===== config.mk =====
export PLATFORM = sky130hd
export DESIGN_NAME = ps2_host_tx
export DESIGN_NICKNAME = d
export VERILOG_FILES = /design/src/rtl/ps2_host_tx.sv
export SDC_FILE = /design/constraint.sdc
export NUM_CORES = 1
export LEC_CHECK = 0
export ABC_CLOCK_PERIOD_IN_PS = 2100
export CORE_MARGIN = 2
export CORE_UTILIZATION = 57
export CTS_CLUSTER_SIZE = 12
export DETAILED_ROUTE_END_ITERATION = 6
export PLACE_DENSITY = 0.77
export SYNTH_ARGS = -nofsm -noshare
export SYNTH_HDL_FRONTEND = slang
export SYNTH_SLANG_ARGS = --single-unit

===== constraint.sdc =====
create_clock -name clk -period 2.1 [get_ports clk]
set_input_delay 0.42 -clock clk [delete_from_list [all_inputs] [get_ports clk]]
set_output_delay 0.42 -clock clk [all_outputs]
set_load 0.02 [all_outputs]

===== src/rtl/ps2_host_tx.sv =====
// ps2_host_tx: PS/2 host-to-device command transmitter.
//
// Sends one byte to a PS/2 device. The host holds the clock line low to
// inhibit the device, then releases it while pulling data low (start bit).
// The device then generates the clock. The host presents each frame bit
// after a falling edge and checks the device acknowledge on the 11th edge.
//
// Ports:
//   clk, resetn            system clock (rising edge); asynchronous active-low reset
//   tx_data[7:0]           command byte, sampled only on the accepting cycle
//   tx_valid / tx_ready    request handshake (see below)
//   ps2_clk_in, ps2_dat_in raw, asynchronous PS/2 line levels
//   ps2_clk_oe, ps2_dat_oe 1 = pull the line low, 0 = release (open drain)
//   done                   one-cycle pulse after an acknowledged transfer
//   err                    one-cycle pulse on negative acknowledge or timeout
//   busy                   high in every state except IDLE
//
// Handshake: a transfer is accepted on a rising clk edge where tx_valid and
// tx_ready are both high. tx_ready is high only in IDLE; tx_valid while busy
// is dropped, not queued. Every accepted transfer ends with exactly one
// done or one err pulse, never both.
//
// The FSM state is the enum signal "state", which checkers can bind to.

module ps2_host_tx #(
    parameter int INHIBIT_CYCLES = 5000,
    parameter int TIMEOUT_CYCLES = 750000
) (
    input  logic       clk,
    input  logic       resetn,
    input  logic [7:0] tx_data,
    input  logic       tx_valid,
    output logic       tx_ready,
    input  logic       ps2_clk_in,
    input  logic       ps2_dat_in,
    output logic       ps2_clk_oe,
    output logic       ps2_dat_oe,
    output logic       done,
    output logic       err,
    output logic       busy
);

    localparam int               INH_W    = (INHIBIT_CYCLES > 1) ? $clog2(INHIBIT_CYCLES) : 1;
    localparam logic [INH_W-1:0] INH_LAST = INH_W'(INHIBIT_CYCLES - 1);
    // Timeout fires on the cycle after the counter shows TIMEOUT_CYCLES-1,
    // so err lands exactly TIMEOUT_CYCLES cycles after SHIFT entry.
    localparam logic [19:0]      TO_LAST  = 20'(TIMEOUT_CYCLES - 1);

    typedef enum logic [2:0] {
        IDLE,
        INHIBIT,
        SHIFT,
        ACK,
        WAIT_IDLE
    } state_t;

    state_t           state;
    logic [10:0]      frame;
    logic [3:0]       bitcnt;
    logic [INH_W-1:0] inh_cnt;
    logic [19:0]      to_cnt;
    logic             ack_bit;

    // Two-flop synchronizers plus one history flop on the clock line for
    // falling-edge detection. Idle PS/2 lines are high, so reset to 1.
    logic clk_s1, clk_s2, clk_s3;
    logic dat_s1, dat_s2;

    always_ff @(posedge clk or negedge resetn) begin
        if (!resetn) begin
            clk_s1 <= 1'b1;
            clk_s2 <= 1'b1;
            clk_s3 <= 1'b1;
            dat_s1 <= 1'b1;
            dat_s2 <= 1'b1;
        end else begin
            clk_s1 <= ps2_clk_in;
            clk_s2 <= clk_s1;
            clk_s3 <= clk_s2;
            dat_s1 <= ps2_dat_in;
            dat_s2 <= dat_s1;
        end
    end

    logic fall;
    logic timeout;

    assign fall    = clk_s3 & ~clk_s2;
    assign timeout = (to_cnt >= TO_LAST);

    always_ff @(posedge clk or negedge resetn) begin
        if (!resetn) begin
            state      <= IDLE;
            tx_ready   <= 1'b1;
            busy       <= 1'b0;
            done       <= 1'b0;
            err        <= 1'b0;
            ps2_clk_oe <= 1'b0;
            ps2_dat_oe <= 1'b0;
            frame      <= '0;
            bitcnt     <= '0;
            inh_cnt    <= '0;
            to_cnt     <= '0;
            ack_bit    <= 1'b0;
        end else begin
            done <= 1'b0;
            err  <= 1'b0;

            // Saturating transfer timer; cleared on SHIFT entry.
            if ((state == SHIFT || state == ACK || state == WAIT_IDLE) && (to_cnt != 20'hFFFFF))
                to_cnt <= to_cnt + 20'd1;

            case (state)
                IDLE: begin
                    if (tx_valid && tx_ready) begin
                        // {stop, odd parity, data, start}
                        frame      <= {1'b1, ~^tx_data, tx_data, 1'b0};
                        bitcnt     <= '0;
                        inh_cnt    <= '0;
                        state      <= INHIBIT;
                        tx_ready   <= 1'b0;
                        busy       <= 1'b1;
                        ps2_clk_oe <= 1'b1;
                        ps2_dat_oe <= 1'b0;
                    end
                end

                INHIBIT: begin
                    if (inh_cnt == INH_LAST) begin
                        state      <= SHIFT;
                        ps2_clk_oe <= 1'b0;
                        ps2_dat_oe <= ~frame[0];
                        to_cnt     <= '0;
                    end else begin
                        inh_cnt <= inh_cnt + 1'b1;
                    end
                end

                SHIFT: begin
                    if (timeout) begin
                        err        <= 1'b1;
                        state      <= IDLE;
                        tx_ready   <= 1'b1;
                        busy       <= 1'b0;
                        ps2_dat_oe <= 1'b0;
                    end else if (fall) begin
                        if (bitcnt == 4'd10) begin
                            // 11th falling edge: the device drives the ack now.
                            state      <= ACK;
                            ack_bit    <= dat_s2;
                            ps2_dat_oe <= 1'b0;
                        end else begin
                            bitcnt     <= bitcnt + 4'd1;
                            ps2_dat_oe <= ~frame[bitcnt + 4'd1];
                        end
                    end
                end

                ACK: begin
                    if (timeout || ack_bit) begin
                        err      <= 1'b1;
                        state    <= IDLE;
                        tx_ready <= 1'b1;
                        busy     <= 1'b0;
                    end else begin
                        state <= WAIT_IDLE;
                    end
                end

                WAIT_IDLE: begin
                    if (timeout) begin
                        err      <= 1'b1;
                        state    <= IDLE;
                        tx_ready <= 1'b1;
                        busy     <= 1'b0;
                    end else if (clk_s2 && dat_s2) begin
                        done     <= 1'b1;
                        state    <= IDLE;
                        tx_ready <= 1'b1;
                        busy     <= 1'b0;
                    end
                end

                default: begin
                    state      <= IDLE;
                    tx_ready   <= 1'b1;
                    busy       <= 1'b0;
                    ps2_clk_oe <= 1'b0;
                    ps2_dat_oe <= 1'b0;
                end
            endcase
        end
    end

endmodule

== Word level (Yosys, flattened, before mapping) ==
Index checks and enable logic that the tools add are counted.

* Output and inout bits: 6
* Logic and storage cells: 115
* Input port bits: 13
* Register bits after elaboration: 62

* Muxes and demuxes: 47
* Reductions and logical operators: 21
* Add/sub/neg operators: 3
* Magnitude comparators: 2
* Equality and inequality tests: 18
* Bitwise operators: 7

{| class="wikitable"
|+ Operators by type and width
! kind !! number
|-
| $mux 20 || 3
|-
| $mux 13 || 2
|-
| $pmux 13 s2 || 1
|-
| $mux 3 || 8
|-
| $mux 1 || 21
|-
| $add 20x1->20 const B || 1
|-
| $ge 20x20->1 const B || 1
|-
| $ne 20x20->1 const B || 1
|-
| $mux 4 || 4
|-
| $pmux 3 s5 || 1
|-
| $reduce_and 5->1 || 3
|-
| $ne 2x2->1 const B || 7
|-
| $add 13x1->13 const B || 1
|-
| $eq 13x13->1 const B || 1
|-
| $pmux 1 s5 || 2
|-
| $pmux 4 s2 || 1
|-
| $reduce_and 4->1 || 2
|-
| $reduce_xnor 8->1 || 1
|-
| $eq 3x2->1 const B || 2
|-
| $ne 3x2->1 const B || 2
|-
| $not 1->1 || 6
|-
| $reduce_and 3->1 || 2
|-
| $lt 4x5->1 const B || 1
|-
| $add 4x1->4 const B || 1
|-
| other kinds (17) || 23
|}

== Longest topological paths before layout ==
* Word-level depth: 8
* Depth in mapped cells: 7
* Depth with buffers taken out: 7

== Worst setup path after synthesis ==
Ideal clock, no wire load.

* Kind: flip-flop to flip-flop
* Start point: register inh_cnt[0]
* End point: register inh_cnt[5]
* Period minus slack after synthesis: 1.867 ns
* Library setup time: 0.078 ns
* Path slack: 0.233 ns
* Arrival: 1.788 ns
* Cell stages (with the launch flop): 7
* Path through: dfrtp_1 > ha_1 > and4_1 > a31oi_2 > o21ai_2 > or4_1 > a21oi_1

* Longest elaborated chain between the ends: 3
* Elaborated cells between the ends (all ways): 6

{| class="wikitable"
|+ RTL lines
! what !! line !! RTL
|-
| from (decl) || 60 || <nowiki>logic [INH_W-1:0] inh_cnt;</nowiki>
|-
| from (signal assigned) || 135 || <nowiki>inh_cnt <= inh_cnt + 1'b1;</nowiki>
|-
| $add 13x1->13 or $eq 13x13->1 (tied branches) || 135, 129 ||
|-
| $mux 13 or $ne 2x2->1 (tied branches) || n/a ||
|-
| $pmux 13 s2 or $reduce_and 3->1 (tied branches) || n/a ||
|}

Several ways; a longest one is shown, not always the timed one. The select of a mux whose other input is x is not followed.
A chain may end at the register's enable or synchronous reset.

== Worst setup path after layout ==
* Start point: register bitcnt[0]
* End point: register ps2_dat_oe

* Longest elaborated chain between the ends: 8
* Elaborated cells between the ends (all ways): 9

{| class="wikitable"
|+ RTL lines
! what !! line !! RTL
|-
| from (decl) || 59 || <nowiki>logic [3:0] bitcnt;</nowiki>
|-
| from (signal assigned) || 153 || <nowiki>bitcnt <= bitcnt + 4'd1;</nowiki>
|-
| $add 4x1->4 || 154 || <nowiki>ps2_dat_oe <= ~frame[bitcnt + 4'd1];</nowiki>
|-
| $bmux 1 s4 || 154 ||
|-
| $mux 1 (implied by the code) || 154 ||
|-
| $not 1->1 || 154 ||
|-
| $mux 1 (*) || 147 || <nowiki>if (bitcnt == 4'd10) begin</nowiki>
|-
| $mux 1 (*) || 146 || <nowiki>end else if (fall) begin</nowiki>
|-
| $mux 1 (*) || 140 || <nowiki>if (timeout) begin</nowiki>
|-
| $pmux 1 s4 (*) || 113 || <nowiki>case (state)</nowiki>
|-
| to (signal assigned) || 132 || <nowiki>ps2_dat_oe <= ~frame[0];</nowiki>
|-
| to (signal assigned) || 154 ||
|-
| to (decl) || 37 || <nowiki>output logic ps2_dat_oe,</nowiki>
|}

Every way passes the cells marked *; elsewhere a longest branch is shown, timed or not. The select of a mux whose other input is x is not followed.

==> flow_summary.toml <==
[route]
drtIter0Drc = 193
drt_pass1_iterations = 5
routedWlPerCell_um = 16.1
route.final.wire_length_um = 7380
detailed_route_vias_per_instance = 6.00
drcViolationCount = 0
route.vias.total = 2746
postRouteAntennaNets = 0

[final_layout]
finalNetCount = 396
area_growth_syn_to_layout_pct = 16.0
layout-drive-gt1-share_pct = 18.5
antenna-diode-count = 0
final_cell_mix = "56 x sky130_fd_sc_hd__nand2_1, 56 x sky130_fd_sc_hd__dfrtp_1, 29 x sky130_fd_sc_hd__nor2_1"

[global_route]
maximum_number_of_pins_on_one_net_before_global_route_repair = 37
grt_antenna_before_repair = 0
grt.total_usage_pct = 24.9
via_count_of_the_first_global_routing_pass = 2734
gr-total-overflow = 0
grt_pass1_wl_um = 12800

[setup_path]
worstReg2RegStart = "bitcnt[0]"
signal_arrival_time_at_the_worst_endpoint_ps = 2230
criticalPathCategory = "reg2reg"
worstSetupStartpointType = "flop"
worst-endpoint-required_ps = 2360
reg2reg_slack_ps = 120
critPathCaptureType = "flop"
critical_path.reg2reg.endpoint = "ps2_dat_oe"
worst-path-max-fanout = 6
worst_r2r_path_depth = 8

[place]
gpl.final_weighted_congestion = 0.936
place_hpwl_um = 5370
place.port_buffers = 18

[sta]
fin_crit_sh_pct = 94.1
timing_max_transition_violations_final = 0
whs_ps = 80.1
final-setup-viol-count = 0
achievable-frequency_mhz = 506
worst_pin_slew_ps = 576
setup-tns-final_ps = 0
period_needed_ps = 1980
finalHoldViolCount = 0
fin_skew_ps = 12.7
timing.slew.headroom_pct = 60.6
rsz0062_at_grt = "no"

[cts]
numClockSinks = 62
clock_tree.htree_level_count = 3
cts-root-to-sink-buffers = 2
cts-root-buf = "sky130_fd_sc_hd__clkbuf_8"
clkSlewWorstSetupHoldPaths_ps = 70
tritoncts = "built"
skew_pair_late_insertion_delay_ps = 340
cts-buffers-inserted = 9

[power]
power.static_leakage_uw = 0.00175
power_density_mw_per_mm2 = 593
power.ir.vdd_worst_v = 0.000386

[logic_synthesis]
synth_edf_count = 0
yosys.cell_types.count = 72
synthesis.nets = 362
sequential_cell_area_fraction_in_the_yosys_report_pct = 44.9
post_synth.cell_area_avg_um2 = 10.1
postSynth.topFlopCell = "sky130_fd_sc_hd__dfrtp_1"
yosys_warnings = 0
synth_cells = 345
netlist_area_mm2 = 0.00347
asyncSetResetFlopFracSynth_pct = 100
yosys_register_bits = 62

[floorplanning]
io_pins = 19
fp.dieArea_mm2 = 0.00673
floorplan.die.width_um = 82.1
initial_utilization_pct = 58.7
dieHeight_um = 82.1
placementRows = 28
core_area_mm2 = 0.00592

[run]
drv_cap = 0

[status]
status = "finished, final reports clean"

[hold_path]
min_path_type = "in2async"
routing by layer:
layer / share of wire, % / up-vias / GRT usage [%]
met1: 45 / 1345 / 33.6
met4: 1.8 / 0 / 10.0
li1: - / 1313 / -
met3: 3.5 / 17 / 4.51
met5: 0 / - / 0
met2: 50 / 71 / 39.8
Yosys cell counts (2+ instances only):
| cell type | instances | area, µm² |
|---|---|---|
| sky130_fd_sc_hd__dfrtp_1 | 56 | 1400 |
| sky130_fd_sc_hd__nand2_1 | 56 | 210 |
| sky130_fd_sc_hd__nor2_1 | 29 | 109 |
| sky130_fd_sc_hd__xnor2_1 | 27 | 236 |
| sky130_fd_sc_hd__nand3_1 | 14 | 70.1 |
| sky130_fd_sc_hd__inv_1 | 10 | 37.5 |
| sky130_fd_sc_hd__nand4_1 | 9 | 56.3 |
| sky130_fd_sc_hd__a21oi_1 | 8 | 40.0 |
| sky130_fd_sc_hd__mux2i_1 | 8 | 80.1 |
| sky130_fd_sc_hd__o21ai_0 | 7 | 35.0 |
| sky130_fd_sc_hd__dfstp_2 | 6 | 158 |
| sky130_fd_sc_hd__nor4_1 | 6 | 37.5 |
| sky130_fd_sc_hd__clkbuf_1 | 5 | 18.8 |
| sky130_fd_sc_hd__a2111oi_2 | 4 | 60.1 |
| sky130_fd_sc_hd__and3_1 | 4 | 25.0 |
| sky130_fd_sc_hd__and4_1 | 4 | 35.0 |
| sky130_fd_sc_hd__buf_2 | 4 | 20.0 |
| sky130_fd_sc_hd__ha_1 | 4 | 50.1 |
| sky130_fd_sc_hd__nand2b_1 | 4 | 25.0 |
| sky130_fd_sc_hd__nand3b_1 | 4 | 30.0 |
| sky130_fd_sc_hd__nor2b_1 | 4 | 25.0 |
| sky130_fd_sc_hd__nor3_1 | 4 | 20.0 |
| sky130_fd_sc_hd__a211oi_1 | 3 | 22.5 |
| sky130_fd_sc_hd__o22ai_1 | 3 | 18.8 |
| sky130_fd_sc_hd__o31ai_1 | 3 | 22.5 |
| sky130_fd_sc_hd__xor2_1 | 3 | 26.3 |
| sky130_fd_sc_hd__a211oi_2 | 2 | 25.0 |
| sky130_fd_sc_hd__a21oi_4 | 2 | 32.5 |
| sky130_fd_sc_hd__a31oi_1 | 2 | 12.5 |
| sky130_fd_sc_hd__nand3_2 | 2 | 20.0 |
| sky130_fd_sc_hd__nor3_2 | 2 | 20.0 |
| sky130_fd_sc_hd__nor4_4 | 2 | 42.5 |
| sky130_fd_sc_hd__o211ai_1 | 2 | 15.0 |
| sky130_fd_sc_hd__o21a_1 | 2 | 15.0 |
| sky130_fd_sc_hd__or2_1 | 2 | 12.5 |
| sky130_fd_sc_hd__or4_1 | 2 | 15.0 |
repair_timing:
item                       CTS  global route
setup buffers                0             1
hold buffers                 0             0
setup endpoints to repair    0             8
gates resized for setup      0             4
flip-flops by register name, indices dropped and copies added (netlist names):
| name | flops |
|---|---|
| clk_s1 | 1 |
| to_cnt | 20 |
| busy | 1 |
| clk_s2 | 1 |
| tx_ready | 1 |
| dat_s2 | 1 |
| state | 3 |
| bitcnt | 4 |
| ack_bit | 1 |
| ps2_clk_oe | 1 |
| frame | 10 |
| clk_s3 | 1 |
| dat_s1 | 1 |
| done | 1 |
| inh_cnt | 13 |
| ps2_dat_oe | 1 |
| err | 1 |
how the worst max path moves through the flow:
stage / startpoint / end / slack (ps)
global placement: tx_valid / inh_cnt[9] / 180
detailed placement: to_cnt[0] / to_cnt[3] / 110
finish: bitcnt[0] / ps2_dat_oe / 120
global route: to_cnt[0] / to_cnt[16] / 2
CTS: to_cnt[0] / to_cnt[3] / 70
floorplan: inh_cnt[0] / inh_cnt[5] / 230
final cells by class:
type	instances	area, µm²
fill	461	1890
clock inverter	5	75.1
inverter	10	37.5
clock buffer	10	128
timing repair buffer	32	280
tap	75	93.8
sequential	62	1560
multi-input combinational	264	1860
through the flow:
stage	util (%)	worst slack, ps	total power, µW	area, µm²	cells
after floorplan	-	233	1250	3470	345
after global placement	64.2	183	1300	3800	442
after detailed placement	64.2	113	1310	3800	442
after CTS	67.6	72.7	2410	4000	457
after global routing	68.1	1.95	2480	4030	458
final	68.1	123	2390	4030	458
cells by family (layout without fill, tap and decap cells):
family	Yosys count	count (layout)	share of synthesized area [%]
compound gates	56	56	14.0
xor+xnor	30	30	7.57
fa+ha+maj	4	4	1.44
buf+inv	19	57	2.20
flops	62	62	44.9
mux	11	11	3.60
simple gates	163	163	26.3
worst max-delay path: stages, from the launching register on:
cell and delay [ps]:
sky130_fd_sc_hd__dfrtp_1 350, sky130_fd_sc_hd__buf_4 140, sky130_fd_sc_hd__inv_1 80, sky130_fd_sc_hd__ha_1 390
sky130_fd_sc_hd__mux2i_1 280, sky130_fd_sc_hd__o21ai_0 130, sky130_fd_sc_hd__a31oi_1 180, sky130_fd_sc_hd__o211ai_1 140
sky130_fd_sc_hd__a41oi_1 220
report_power, final:
group	internal, µW	switching [µW]
clock network	656	455
registers	1200	2.09
logic	36.2	39.8
total	1890	497
(Power assumes the default switching activity.)
